===== src/rtl/cp0_pkg.sv =====
// Shared CP0 definitions: register map, SR/CAUSE field positions, exception
// source ordering, ExcCode table and FSM state type.
package cp0_pkg;

  localparam logic [4:0] REG_BADVA   = 5'd8;
  localparam logic [4:0] REG_COUNT   = 5'd9;
  localparam logic [4:0] REG_COMPARE = 5'd11;
  localparam logic [4:0] REG_SR      = 5'd12;
  localparam logic [4:0] REG_CAUSE   = 5'd13;
  localparam logic [4:0] REG_EPC     = 5'd14;

  localparam int unsigned SR_IE     = 0;
  localparam int unsigned SR_EXL    = 1;
  localparam int unsigned SR_UM     = 4;
  localparam int unsigned SR_IM_LO  = 8;
  localparam logic [31:0] SR_WMASK  = 32'h0000_FF13;
  localparam logic [31:0] SR_RESET  = 32'h0000_0010;

  localparam int unsigned CAUSE_CODE_LO = 2;
  localparam int unsigned CAUSE_IP_LO   = 8;
  localparam int unsigned CAUSE_IRQ_LO  = 10;
  localparam int unsigned CAUSE_TIP     = 15;

  // Bit positions in exc_valid; lower bit = higher priority.
  localparam int unsigned EXC_ADDRL   = 0;
  localparam int unsigned EXC_ADDRS   = 1;
  localparam int unsigned EXC_RI      = 2;
  localparam int unsigned EXC_OVF     = 3;
  localparam int unsigned EXC_TR      = 4;
  localparam int unsigned EXC_SYSCALL = 5;

  localparam logic [4:0] CODE_INT     = 5'd0;
  localparam logic [4:0] CODE_ADDRL   = 5'd4;
  localparam logic [4:0] CODE_ADDRS   = 5'd5;
  localparam logic [4:0] CODE_SYSCALL = 5'd8;
  localparam logic [4:0] CODE_RI      = 5'd10;
  localparam logic [4:0] CODE_OVF     = 5'd12;
  localparam logic [4:0] CODE_TR      = 5'd13;

  typedef enum logic [1:0] {StRun, StEnter, StReturn} cp0_state_e;

  function automatic logic [4:0] exc_code(input logic [31:0] idx);
    case (idx)
      EXC_ADDRL:   return CODE_ADDRL;
      EXC_ADDRS:   return CODE_ADDRS;
      EXC_RI:      return CODE_RI;
      EXC_OVF:     return CODE_OVF;
      EXC_TR:      return CODE_TR;
      EXC_SYSCALL: return CODE_SYSCALL;
      default:     return CODE_INT;
    endcase
  endfunction

endpackage


===== src/rtl/cp0_prio_enc.sv =====
// Priority encoder: reports whether any request is set and the index of the
// lowest set bit.
module cp0_prio_enc #(
  parameter int unsigned Width = 6,
  parameter int unsigned IdxW  = 3
) (
  input  logic [Width-1:0] req_i,
  output logic             valid_o,
  output logic [IdxW-1:0]  idx_o
);

  always_comb begin
    valid_o = 1'b0;
    idx_o   = '0;
    // Scan downwards so the lowest set bit is the last one written.
    for (int i = int'(Width) - 1; i >= 0; i--) begin
      if (req_i[i]) begin
        valid_o = 1'b1;
        idx_o   = IdxW'(i);
      end
    end
  end

endmodule


===== src/rtl/cp0_exception_unit.sv =====
// Coprocessor 0: exception/interrupt prioritisation, status registers, timer
// and one-cycle registered pipeline redirect on exception entry and eret.
module cp0_exception_unit
  import cp0_pkg::*;
#(
  parameter int unsigned NUM_EXC    = 6,
  parameter int unsigned NUM_IRQ    = 5,
  parameter logic [31:0] KERNEL_VEC = 32'h8000_0180,
  parameter bit          TIMER_EN   = 1'b1
) (
  input  logic               clk,
  input  logic               reset,
  input  logic               mtc0_en_i,
  input  logic [4:0]         wreg_i,
  input  logic [31:0]        wdata_i,
  input  logic [4:0]         rreg_i,
  output logic [31:0]        rdata_o,
  input  logic [NUM_EXC-1:0] exc_valid_i,
  input  logic [31:0]        exc_pc_i,
  input  logic [31:0]        exc_badva_i,
  input  logic [NUM_IRQ-1:0] irq_i,
  input  logic               eret_i,
  output logic               flush_o,
  output logic               pc_select_o,
  output logic [31:0]        pc_target_o,
  output logic [31:0]        epc_o,
  output logic               cpu_mode_o
);

  localparam int unsigned IdxW = (NUM_EXC > 1) ? $clog2(NUM_EXC) : 1;

  cp0_state_e  state_q, state_d;
  logic        flush_q, flush_d;
  logic        pc_sel_q, pc_sel_d;
  logic [31:0] pc_target_q, pc_target_d;
  logic [31:0] badva_q, badva_d;
  logic [31:0] count_q, count_d;
  logic [31:0] compare_q, compare_d;
  logic [31:0] sr_q, sr_d;
  logic [31:0] cause_q, cause_d;
  logic [31:0] epc_q, epc_d;

  logic            exc_any;
  logic [IdxW-1:0] exc_idx;
  logic [31:0]     win_idx;
  logic            int_req;

  cp0_prio_enc #(
    .Width (NUM_EXC),
    .IdxW  (IdxW)
  ) u_prio_enc (
    .req_i   (exc_valid_i),
    .valid_o (exc_any),
    .idx_o   (exc_idx)
  );

  assign win_idx = {{(32 - IdxW){1'b0}}, exc_idx};
  assign int_req = sr_q[SR_IE] & ~sr_q[SR_EXL] &
                   (|(cause_q[CAUSE_IP_LO +: 8] & sr_q[SR_IM_LO +: 8]));

  always_comb begin
    state_d     = state_q;
    flush_d     = 1'b0;
    pc_sel_d    = 1'b0;
    pc_target_d = pc_target_q;
    badva_d     = badva_q;
    count_d     = count_q;
    compare_d   = compare_q;
    sr_d        = sr_q;
    cause_d     = cause_q;
    epc_d       = epc_q;

    if (TIMER_EN) begin
      count_d = count_q + 32'd1;
      if (count_q == compare_q) cause_d[CAUSE_TIP] = 1'b1;
    end
    cause_d[CAUSE_IRQ_LO +: NUM_IRQ] = irq_i;

    // Software writes first so that exception field updates below override them.
    if (mtc0_en_i) begin
      case (wreg_i)
        REG_COUNT: if (TIMER_EN) count_d = wdata_i;
        REG_COMPARE: begin
          if (TIMER_EN) begin
            compare_d          = wdata_i;
            cause_d[CAUSE_TIP] = 1'b0;
          end
        end
        REG_SR:    sr_d = wdata_i & SR_WMASK;
        REG_CAUSE: cause_d[CAUSE_IP_LO +: 2] = wdata_i[CAUSE_IP_LO +: 2];
        REG_EPC:   epc_d = wdata_i;
        default: ;
      endcase
    end

    unique case (state_q)
      StRun: begin
        if (exc_any || int_req) begin
          state_d     = StEnter;
          flush_d     = 1'b1;
          pc_sel_d    = 1'b1;
          pc_target_d = KERNEL_VEC;
          cause_d[CAUSE_CODE_LO +: 5] = exc_any ? exc_code(win_idx) : CODE_INT;
          if (!sr_q[SR_EXL]) epc_d = exc_pc_i;
          sr_d[SR_EXL] = 1'b1;
          if (exc_any && (win_idx == EXC_ADDRL || win_idx == EXC_ADDRS)) begin
            badva_d = exc_badva_i;
          end
        end else if (eret_i) begin
          state_d      = StReturn;
          flush_d      = 1'b1;
          pc_sel_d     = 1'b1;
          pc_target_d  = epc_q;
          sr_d[SR_EXL] = 1'b0;
        end
      end
      default: state_d = StRun;
    endcase
  end

  always_ff @(posedge clk) begin
    if (reset) begin
      state_q     <= StRun;
      flush_q     <= 1'b0;
      pc_sel_q    <= 1'b0;
      pc_target_q <= '0;
      badva_q     <= '0;
      count_q     <= '0;
      compare_q   <= 32'hFFFF_FFFF;
      sr_q        <= SR_RESET;
      cause_q     <= '0;
      epc_q       <= '0;
    end else begin
      state_q     <= state_d;
      flush_q     <= flush_d;
      pc_sel_q    <= pc_sel_d;
      pc_target_q <= pc_target_d;
      badva_q     <= badva_d;
      count_q     <= count_d;
      compare_q   <= compare_d;
      sr_q        <= sr_d;
      cause_q     <= cause_d;
      epc_q       <= epc_d;
    end
  end

  always_comb begin
    rdata_o = '0;
    case (rreg_i)
      REG_BADVA:   rdata_o = badva_q;
      REG_COUNT:   rdata_o = TIMER_EN ? count_q : '0;
      REG_COMPARE: rdata_o = TIMER_EN ? compare_q : '0;
      REG_SR:      rdata_o = sr_q;
      REG_CAUSE:   rdata_o = cause_q;
      REG_EPC:     rdata_o = epc_q;
      default: ;
    endcase
  end

  assign flush_o     = flush_q;
  assign pc_select_o = pc_sel_q;
  assign pc_target_o = pc_target_q;
  assign epc_o       = epc_q;
  assign cpu_mode_o  = sr_q[SR_EXL] | ~sr_q[SR_UM];

endmodule


===== config.mk =====
export PLATFORM = sky130hd
export DESIGN_NAME = cp0_exception_unit
export DESIGN_NICKNAME = d
export VERILOG_FILES = /design/src/rtl/cp0_pkg.sv /design/src/rtl/cp0_prio_enc.sv /design/src/rtl/cp0_exception_unit.sv
export SDC_FILE = /design/constraint.sdc
export NUM_CORES = 1
export LEC_CHECK = 0
export BUFFER_PORTS_ARGS = -buffer_cell sky130_fd_sc_hd__buf_2
export CAP_MARGIN = 20
export CORE_ASPECT_RATIO = 1.4
export CORE_MARGIN = 4
export CORE_UTILIZATION = 51
export CTS_CLUSTER_SIZE = 20
export DETAILED_ROUTE_END_ITERATION = 7
export PLACE_DENSITY = 0.77
export REMOVE_ABC_BUFFERS = 1
export SLEW_MARGIN = 40
export SYNTH_ARGS = -nofsm -noshare
export SYNTH_HDL_FRONTEND = slang
export SYNTH_HIERARCHICAL = 1
export SYNTH_SLANG_ARGS = --single-unit

===== constraint.sdc =====
create_clock -name clk -period 2.1 [get_ports clk]
set_input_delay 0.42 -clock clk [delete_from_list [all_inputs] [get_ports clk]]
set_output_delay 0.42 -clock clk [all_outputs]
set_load 0.005 [all_outputs]

==> key figures <==
Synth
  • Top_reg_cell synth: dfxtp_1
  • Share of the synthesized area in the top cell type: 42.3%
  • Synth warn: 6
  • Top cells by area, synth: dfxtp_1 42%, nand2_1 7.0%, a22oi_1 6.1%
  • Mapped Area: 8790 µm²
  • Register area share after synthesis: 42.3%
  • Dominant cell type by area after synthesis: dfxtp_1
  • Ys async rst share: 0%
  • Syn_area_per_cell: 8.87 µm²
  • Seq cells post-synth: 186
  • Cell count after synthesis: 991
  • Netlist cell types: 55
  • Post-synth EDFFs: 0

Critical path
  • CP Launch Type: input port
  • Crit path arrival time: 1.81 ns
  • CP endpoint kind: primary output
  • Worst R2R Path Depth: 6
  • Critical Path RT: 1.68 ns
  • Worst Path Max Fanout: 16
  • Critical path class: in -> out

Timing
  • Pins Over Slew Limit: 0
  • Finish-stage setup viols: 32
  • Clock Skew: 0.00980 ns
  • Tcrit/Tclk final: 106%
  • RSZ-0062 raised after global routing: true
  • Min cycle time layout: 2.23 ns
  • Worst-margin pin slew: 0.579 ns
  • Hold WS: 0.188 ns
  • Peak Freq: 448 MHz
  • Setup ws final: -0.134 ns
  • Max-slew headroom: 61.4%
  • Final hold vios: 0

Power and ir drop
  • Switch share: 26.1%
  • Switching pwr: 2080 µW
  • Sequential share of power: 48.2%
  • Logic pwr share: 11.0%
  • VDD IR-drop max: 0.495 mV
  • Design Power: 7940 µW
  • Pwr dens: 712 nW/µm²
  • Clock power frac: 40.9%
  • Pint: 5870 µW
  • Lkg Pwr: 0.00474 µW

Global routing
  • GRT Util Overall: 28.9%
  • Grt ovf: 0
  • Number of global-route vias before repair: 8,345
  • Initial antenna violation count: 0
  • Largest net degree at the start of global routing: 87
  • First-pass GRT wire length: 44,200 µm

Cells and area
  • Synthesis-to-finish area growth: 26.9%
  • Post-Layout Inst Area: 11,200 µm²
  • Share of cells above drive strength 1: 29.5%
  • Final core occ: 66.4%
  • Final std cells w/o fill: 1,415
  • Final nets: 1,321
  • Commonest non-fill, non-tap cell in the layout: buf_2
  • Antenna cells: 0
  • Most frequent cells in the layout: 217 x buf_2, 186 x dfxtp_1, 165 x nand2_1

Detailed routing
  • WL final: 28,700 µm
  • DR vias: 8,504
  • # DRC: 0
  • Via density: 6.01
  • Final ANT Viol Nets: 0
  • Iter 0 DRT Violations: 824
  • Routed WL per cell: 20.3 µm
  • Router iterations before antenna repair: 7

Placed design
  • Number of port buffers: 219
  • Dpl hpwl: 18,700 µm
  • RePlAce Congestion: 0.842
  • Cells after DPL: 1,369
  • Placed cell area: 10,200 µm²

CTS
  • Max H-tree Level: 4
  • CTS Buf Count: 17
  • CTS tree: yes
  • Worst-case clock buffer depth: 2
  • Clock slew seen by the registers of the worst setup and hold paths: 0.07 ns
  • CTS sink count: 186
  • Worst skew pair latency: 0.44 ns
  • Root Buffer: clkbuf_16

Die
  • Die X: 119 µm
  • Initial Util: 52.3%
  • Num ports: 220
  • Core box area: 16,800 µm²
  • DIE AREA: 19,400 µm²
  • Row count: 56
  • Chip height: 163 µm

Hold path
  • Hold path depth: 2
  • HP Class: in -> reg

Flow run
  • Maxcap violations: 0

Outcome
  • Status: finished with violations
  • Violated checks: negative setup slack
-- layer usage --
| layer | vias to the layer above | share of wire, % | global-route usage [%] |
|---|---|---|---|
| met2 | 385 | 51 | 50.8 |
| met4 | 0 | 4.2 | 14.7 |
| met3 | 79 | 6.3 | 5.02 |
| li1 | 3972 | - | - |
| met1 | 4068 | 39 | 33.8 |
| met5 | - | 0 | 0 |
-- power by group through the flow --
| stage | clock network [µW] | logic (µW) | registers (µW) |
|---|---|---|---|
| 6_report | 3240 | 870 | 3830 |
| 5_1_grt | 3400 | 949 | 3850 |
| 4_1_cts | 3270 | 872 | 3820 |
| 3_5_place_dp | 0 | 831 | 3900 |
| 3_3_place_gp | 0 | 812 | 3890 |
| 2_1_floorplan | 0 | 365 | 3870 |
-- state kept, by name (all words and copies together), names as in the netlist --
signal	flops
badva_q	32
cause_q	12
compare_q	32
count_q	32
epc_o	32
pc_select_o	1
pc_target_o	32
sr_q	11
state_q	2
-- critical path, cell delays in order --
cell     delay (ns)
buf_6          0.09
or3b_4         0.42
buf_6          0.15
nor2_4         0.15
buf_8          0.21
a22oi_1        0.12
nand3_1        0.12
buf_2          0.12
-- what timing repair did --
| item | 4_1_cts | 5_1_grt |
|---|---|---|
| cloned | 8 | 0 |
| hold buffers | 0 | 0 |
| resized for setup | 43 | 5 |
| pin swaps | 27 | 13 |
| endpoints found under the setup margin | 32 | 32 |
| buffers inserted | 8 | 0 |
-- stage by stage --
stage,TNS [ns],worst slack (ns)
after global placement,-3.14,-0.191
after floorplan,-126.28,-2.57
after global routing,-4.42,-0.171
after detailed placement,-3.78,-0.202
final,-3.22,-0.134
after CTS,-2.86,-0.126
-- path summary, 6_finish.rpt --
| path | start | to | slack (ns) |
|---|---|---|---|
| setup / recovery | rreg_i[2] | rdata_o[9] | -0.13 |
| hold reg to reg | badva_q[4]$_SDFFE_PP0P_ | badva_q[4]$_SDFFE_PP0P_ | 0.46 |
| setup reg to reg | cause_q[15]$_SDFF_PP0_ | pc_target_o[14]$_SDFFE_PP0P_ | 0.12 |
| hold / removal | irq_i[1] | cause_q[11]$_SDFF_PP0_ | 0.19 |
-- cell type report --
type,count,area (µm²)
fillers,1392,5660
multi-input cells,716,4770
flip-flops and latches,186,3720
repair buffers,269,1790
clock buffers,19,443
well taps,203,254
clock inverters,13,145
inverters,9,33.8
-- Yosys cell counts (2+ instances only) --
cell type and count:
and4_1 3, a22o_1 32, and3_1 2, mux2i_1 45, xnor2_1 48, a211oi_1 57, buf_1 3, or3_1 8
nor3_1 9, nand3b_1 34, nand4_4 3, nor2b_1 8, a311oi_1 5, and4_4 2, nand3_1 21, clkbuf_1 43
buf_4 5, a222oi_1 5, o21ai_0 8, nor3b_1 3, nor4_1 4, inv_1 9, a21oi_1 38, buf_6 8
nor4_2 2, nand4_1 10, nand2_1 165, nand2b_1 4, dfxtp_1 186, xor2_1 11, nor2_1 86, buf_2 20
a22oi_1 71, nor3_2 12
-- logic make-up after synthesis --
group / share of synthesized area [%]
muxes: 5.25
adders and majority gates: 0.142
and+or+nand+nor: 22.5
AOI/OAI and AO/OA: 18.8
buffers and inverters: 5.05
DFF: 42.3
xor gates and xnor gates: 5.88
No activity file was read; power rests on OpenSTA's default activity.
